$ cat src/rtl/sram_port_arbiter_pkg.sv
// ---------------------------------------------------------------------------
// sram_port_arbiter_pkg
//   Shared types and defaults for the SRAM port arbiter.
//   - AW_DEFAULT / DW_DEFAULT : default SRAM address / data widths
//   - cpu_state_e             : CPU-side handshake FSM states
//   - tag_e                   : owner of an SRAM read travelling down the
//                               two-stage return pipeline
// ---------------------------------------------------------------------------
package sram_port_arbiter_pkg;

  localparam int AW_DEFAULT = 11;
  localparam int DW_DEFAULT = 8;

  typedef enum logic [2:0] {
    CPU_IDLE,
    CPU_PEND,
    CPU_RD_WAIT,
    CPU_WR_WAIT,
    CPU_ACK
  } cpu_state_e;

  typedef enum logic [1:0] {
    TAG_NONE,
    TAG_VID,
    TAG_CPU
  } tag_e;

endpackage

$ cat src/rtl/sram_port_arbiter.sv
// ---------------------------------------------------------------------------
// sram_port_arbiter
//   Shares one synchronous SRAM port between a video read stream and a CPU
//   with an asynchronous-style CS_n/DTACK_n handshake. Video reads have
//   absolute priority and are pipelined at one per cycle; the CPU waits in
//   PEND until a cycle without a video request.
//
//   Ports
//     i_MCLK, i_RST       : clock, synchronous active-high reset
//     i_VID_REQ/ADDR      : video read strobe and address
//     o_VID_DOUT/VALID    : video read data and one-cycle valid strobe
//     i_CPU_CS_n/RW/ADDR/DIN : CPU request (held until DTACK_n), 1 = read
//     o_CPU_DOUT/DTACK_n  : CPU read data and access-complete strobe
//     o_SRAM_*            : registered SRAM address, data and strobes
//     i_SRAM_DOUT         : SRAM read data, valid two edges after issue
// ---------------------------------------------------------------------------
module sram_port_arbiter
  import sram_port_arbiter_pkg::*;
#(
  parameter int AW = AW_DEFAULT,
  parameter int DW = DW_DEFAULT
) (
  input  logic          i_MCLK,
  input  logic          i_RST,
  // video side
  input  logic          i_VID_REQ,
  input  logic [AW-1:0] i_VID_ADDR,
  output logic [DW-1:0] o_VID_DOUT,
  output logic          o_VID_VALID,
  // CPU side
  input  logic          i_CPU_CS_n,
  input  logic          i_CPU_RW,
  input  logic [AW-1:0] i_CPU_ADDR,
  input  logic [DW-1:0] i_CPU_DIN,
  output logic [DW-1:0] o_CPU_DOUT,
  output logic          o_CPU_DTACK_n,
  // SRAM side
  output logic [AW-1:0] o_SRAM_ADDR,
  output logic [DW-1:0] o_SRAM_DIN,
  output logic          o_SRAM_WR_n,
  output logic          o_SRAM_RD_n,
  input  logic [DW-1:0] i_SRAM_DOUT
);

  cpu_state_e    state_q, state_d;
  tag_e          tag1_q, tag1_d;   // owner of the read issued on the last edge
  tag_e          tag2_q;           // owner of the data the SRAM presents now
  logic [AW-1:0] sram_addr_q, sram_addr_d;
  logic [DW-1:0] sram_din_q, sram_din_d;
  logic          sram_wr_n_q, sram_rd_n_q;
  logic [DW-1:0] vid_dout_q, cpu_dout_q;
  logic          vid_valid_q, dtack_n_q;

  logic          cpu_issue;
  logic          cpu_rd_issue;
  logic          cpu_wr_issue;

  assign cpu_rd_issue = cpu_issue &  i_CPU_RW;
  assign cpu_wr_issue = cpu_issue & ~i_CPU_RW;

  // CPU FSM next state and issue decision.
  always_comb begin
    // NOTE: every signal written here gets a default first, so no path
    // through the case statement can infer a latch.
    state_d   = state_q;
    cpu_issue = 1'b0;
    case (state_q)
      CPU_IDLE: begin
        if (!i_CPU_CS_n) state_d = CPU_PEND;
      end
      CPU_PEND: begin
        // Video owns any edge on which it requests; the CPU takes the first
        // free one.
        if (!i_VID_REQ) begin
          cpu_issue = 1'b1;
          state_d   = i_CPU_RW ? CPU_RD_WAIT : CPU_WR_WAIT;
        end
      end
      CPU_RD_WAIT: begin
        // The CPU tag reaches stage 2 exactly one edge after issue, so the
        // data is captured on the second edge after issue.
        if (tag2_q == TAG_CPU) state_d = CPU_ACK;
      end
      CPU_WR_WAIT: begin
        state_d = CPU_ACK;
      end
      CPU_ACK: begin
        // Holding CS_n low parks here; nothing re-issues until a new request.
        if (i_CPU_CS_n) state_d = CPU_IDLE;
      end
      default: begin
        state_d = CPU_IDLE;
      end
    endcase
  end

  // Issue-side datapath: address, write data and read ownership tag.
  always_comb begin
    tag1_d      = TAG_NONE;
    sram_addr_d = sram_addr_q;
    sram_din_d  = sram_din_q;
    if (i_VID_REQ) begin
      tag1_d      = TAG_VID;
      sram_addr_d = i_VID_ADDR;
    end else if (cpu_issue) begin
      sram_addr_d = i_CPU_ADDR;
      if (cpu_rd_issue) tag1_d = TAG_CPU;
    end
    if (cpu_wr_issue) sram_din_d = i_CPU_DIN;
  end

  // All state and registered outputs. Reset clears the tag pipeline so any
  // read in flight at reset is dropped instead of producing VALID/DTACK.
  always_ff @(posedge i_MCLK) begin
    if (i_RST) begin
      state_q     <= CPU_IDLE;
      tag1_q      <= TAG_NONE;
      tag2_q      <= TAG_NONE;
      sram_addr_q <= '0;
      sram_din_q  <= '0;
      sram_wr_n_q <= 1'b1;
      sram_rd_n_q <= 1'b1;
      vid_dout_q  <= '0;
      vid_valid_q <= 1'b0;
      cpu_dout_q  <= '0;
      dtack_n_q   <= 1'b1;
    end else begin
      // NOTE: sequential state uses non-blocking assignments so every
      // register samples the pre-edge value of the others.
      state_q     <= state_d;
      tag1_q      <= tag1_d;
      tag2_q      <= tag1_q;
      sram_addr_q <= sram_addr_d;
      sram_din_q  <= sram_din_d;
      sram_rd_n_q <= ~(i_VID_REQ | cpu_rd_issue);
      sram_wr_n_q <= ~cpu_wr_issue;
      vid_valid_q <= (tag2_q == TAG_VID);
      if (tag2_q == TAG_VID) vid_dout_q <= i_SRAM_DOUT;
      if (tag2_q == TAG_CPU) cpu_dout_q <= i_SRAM_DOUT;
      // DTACK_n falls on the edge entering ACK and rises on the edge leaving.
      dtack_n_q   <= (state_d != CPU_ACK);
    end
  end

  assign o_SRAM_ADDR   = sram_addr_q;
  assign o_SRAM_DIN    = sram_din_q;
  assign o_SRAM_WR_n   = sram_wr_n_q;
  assign o_SRAM_RD_n   = sram_rd_n_q;
  assign o_VID_DOUT    = vid_dout_q;
  assign o_VID_VALID   = vid_valid_q;
  assign o_CPU_DOUT    = cpu_dout_q;
  assign o_CPU_DTACK_n = dtack_n_q;

endmodule
$ cat config.mk
export PLATFORM = sky130hd
export DESIGN_NAME = sram_port_arbiter
export DESIGN_NICKNAME = d
export VERILOG_FILES = /design/src/rtl/sram_port_arbiter_pkg.sv /design/src/rtl/sram_port_arbiter.sv
export SDC_FILE = /design/constraint.sdc
export NUM_CORES = 1
export LEC_CHECK = 0
export BUFFER_PORTS_ARGS = -buffer_cell sky130_fd_sc_hd__buf_2
export CAP_MARGIN = 20
export CORE_ASPECT_RATIO = 1.2
export CORE_UTILIZATION = 25
export CTS_CLUSTER_DIAMETER = 40
export DETAILED_ROUTE_END_ITERATION = 8
export GPL_TIMING_DRIVEN = 0
export SETUP_SLACK_MARGIN = 0.1
export SYNTH_ARGS = -nofsm -noshare
export SYNTH_HDL_FRONTEND = slang
export SYNTH_SLANG_ARGS = --single-unit
export TNS_END_PERCENT = 100
$ cat constraint.sdc
create_clock -name i_MCLK -period 1.4 [get_ports i_MCLK]
set_input_delay 0.28 -clock i_MCLK [delete_from_list [all_inputs] [get_ports i_MCLK]]
set_output_delay 0.28 -clock i_MCLK [all_outputs]
set_load 0.01 [all_outputs]
==> reports/metrics.yaml <==
synth:
  synth_fp_nets: 237
  synth_seq_cells: 46
  synth_area_per_cell_sq_um: 9.53
  yosysUniqueCellTypes: 24
  netlist_area_sq_um: 1850
  ys_dominant_reg_cell: "dfxtp_1"
  synth_cells: 194
  ys_warn_count: 0
  ys_seq_area_share_pct: 49.8
  synth_enable_flop_cells: 0
  synth_async_sr_flop_share_pct: 0
sta:
  skew_ns: 0.0108
  rsz0062_at_grt: "yes"
  max_freq_mhz: 824
  worst_hold_slack_ns: 0.228
  fin_crit_sh_pct: 86.7
  finalSetupViolations: 0
  final.setup.tns_ns: 0
  relSlewSlack_pct: 66.8
  slew_violations: 0
  finalCriticalPeriod_ns: 1.21
  worst_pin_slew_ns: 0.498
  hold_violations: 0
floorplanning:
  die_area_sq_um: 7750
  core-area_sq_um: 7190
  start_util_pct: 25.7
  ioPinCount: 82
  fp.dieW_microns: 80.5
  dieHeight_microns: 96.2
  row_count: 34
cts:
  clkTransAtPathRegs_ns: 0.09
  h-tree-depth: 2
  cts_setup_buffers: 0
  cts_buffers: 5
  cts.sinks: 46
  clockRootBuffer: "clkbuf_8"
  clockBufferDepth: 2
  insertion_delay_ns: 0.30
  cts_tree: "done"
setup_path:
  worst_setup_path_start_kind: "register"
  crit_required_ns: 1.63
  crit_type: "register to register"
  worstPathMaxFanout: 7
  critPathArrivalTime_ns: 1.45
  end_kind: "register"
global_route:
  track_usage_pct: 10.9
  grt_pass1_wl_mm: 6.47
  antenna_found_initial: 0
  grt_max_degree: 15
  grt_pass1_vias: 1407
  grt_overflow_total: 0
place:
  place.gp.congestion: 0.678
  dp_cells: 364
  numPortBuffers: 80
  dp_hpwl_mm: 3.04
drt:
  ant_nets: 0
  routed_via_density: 4.32
  first_iter_violations: 18
  route.met3.wl_microns: 270
  vias: 1612
  drc_errors: 0
  highest_layer: "met4"
  routedWlPerCell_microns: 11.4
  wl_met2_mm: 1.94
  drt_wl_total_mm: 4.24
  met1_length_mm: 1.98
  dr.pass1.iters: 4
cells_and_area:
  drive_above_1_share_pct: 39.2
  final_core_util_pct: 34.5
  areaGrowthSynthToFinish_pct: 34.2
  fin_cells: 373
  multiInputGateArea_sq_um: 860
  nets: 325
  fillCellCount: 767
  diodes: 0
  regArea_sq_um: 923
power:
  switchingPower_uw: 680
  p_leak_nw: 1.07
  pwr-share-comb_pct: 14.3
  vdd_drop_max_v: 0.000441
  clock_power_share_pct: 32.3
  switching_share_pct: 25.9
  power_density_nw_per_um2: 1060
  internal-power_mw: 1.95
  seqPwrFrac_pct: 53.4
  power.total_mw: 2.63
min_path:
  min_path_type: "primary input to register"
run:
  drv_cap: 0
status:
  status: "complete, no violations"
routing by layer:
layer	vias up	GRT usage [%]
met4	0	3.57
met2	59	18.6
met1	718	13.0
met3	5	3.22
li1	830	-
met5	-	0
critical path: stages, from the launching register on:
cell and delay (ns):
dfxtp_1 0.37, nand2b_1 0.21, nor4_4 0.17, buf_4 0.21, mux2i_1 0.18
synthesized netlist by cell type, types with 2 or more instances:
| cell | n | area [sq um] |
|---|---|---|
| dfxtp_1 | 46 | 921 |
| nand2_1 | 32 | 120 |
| nand2b_1 | 21 | 131 |
| mux2i_1 | 19 | 190 |
| a21oi_1 | 18 | 90.1 |
| nor3_1 | 12 | 60.1 |
| a211oi_2 | 10 | 125 |
| nor2b_1 | 6 | 37.5 |
| clkbuf_1 | 5 | 18.8 |
| buf_2 | 4 | 20.0 |
| buf_4 | 3 | 22.5 |
| nor2_1 | 3 | 11.3 |
| nor4_1 | 3 | 18.8 |
| buf_1 | 2 | 7.51 |
placed cells by master (no fill, tap or decap), drive strengths merged:
cell / n
nand3b: 1
clkbuf: 12
clkinv: 1
or2: 1
nor3b: 2
a21oi: 18
nand2: 32
mux2i: 19
inv: 1
nor2: 3
a211oi: 11
nor4: 3
nor3: 12
nor2b: 6
clkinvlp: 1
nand2b: 21
o21ai: 1
a31oi: 1
a21o: 1
buf: 90
dfxtp: 46
flip-flops by register name, summed over array words and instances (netlist names):
register,cells
o_SRAM_WR_n,1
o_SRAM_ADDR,11
o_SRAM_RD_n,1
o_SRAM_DIN,8
o_VID_VALID,1
tag1_q,2
o_CPU_DTACK_n,1
o_VID_DOUT,8
tag2_q,2
o_CPU_DOUT,8
state_q,3
what timing repair did:
item / CTS / global route
hold buffers: 0 / 0
resized for setup: 0 / 7
setup endpoints to repair: 0 / 18
cells by family (layout without fill, tap and decap cells):
kind of cell	count (synthesis)	count (layout)	synth area share, %
and+or+nand+nor	81	81	22.3
DFF	46	46	49.8
AOI/OAI and AO/OA	32	32	13.1
muxes	19	19	10.3
buffers and inverters	16	105	4.53
stage by stage:
step | cell area (sq um) | setup slack [ns]
5_1_grt | 2480 | 0.0526
2_1_floorplan | 1850 | 0.257
6_report | 2480 | 0.187
3_3_place_gp | 2360 | 0.0575
3_5_place_dp | 2360 | 0.0580
4_1_cts | 2460 | 0.137
power groups by stage:
stage,Clock (mW),Sequential (mW),Combinational [mW]
6_report,0.848,1.40,0.376
5_1_grt,0.938,1.41,0.417
4_1_cts,0.893,1.40,0.377
3_5_place_dp,0,1.43,0.375
3_3_place_gp,0,1.43,0.371
2_1_floorplan,0,1.45,0.200
cell type report:
class	instances	area share, %
Sequential cell	46	37.2
Multi-Input combinational cell	132	34.6
Timing Repair Buffer	81	16.4
Tap cell	90	4.54
Clock buffer	6	3.33
Buffer	15	3.23
Clock inverter	2	0.504
Inverter	1	0.151
final timing paths:
check | from | to | slack [ns] | cells past startpoint
worst max-delay path | state_q[1]$_SDFF_PP0_ | o_SRAM_DIN[6]$_SDFFE_PP0P_ | 0.19 | 4
worst min-delay path | i_SRAM_DOUT[4] | o_CPU_DOUT[4]$_SDFFE_PP0P_ | 0.23 | 3
worst max register to register | state_q[1]$_SDFF_PP0_ | o_SRAM_DIN[6]$_SDFFE_PP0P_ | 0.19 | 4
worst min register to register | tag1_q[1]$_SDFF_PP0_ | tag2_q[1]$_SDFF_PP0_ | 0.45 | 1
Note: power is estimated with default switching activity, not from simulation.
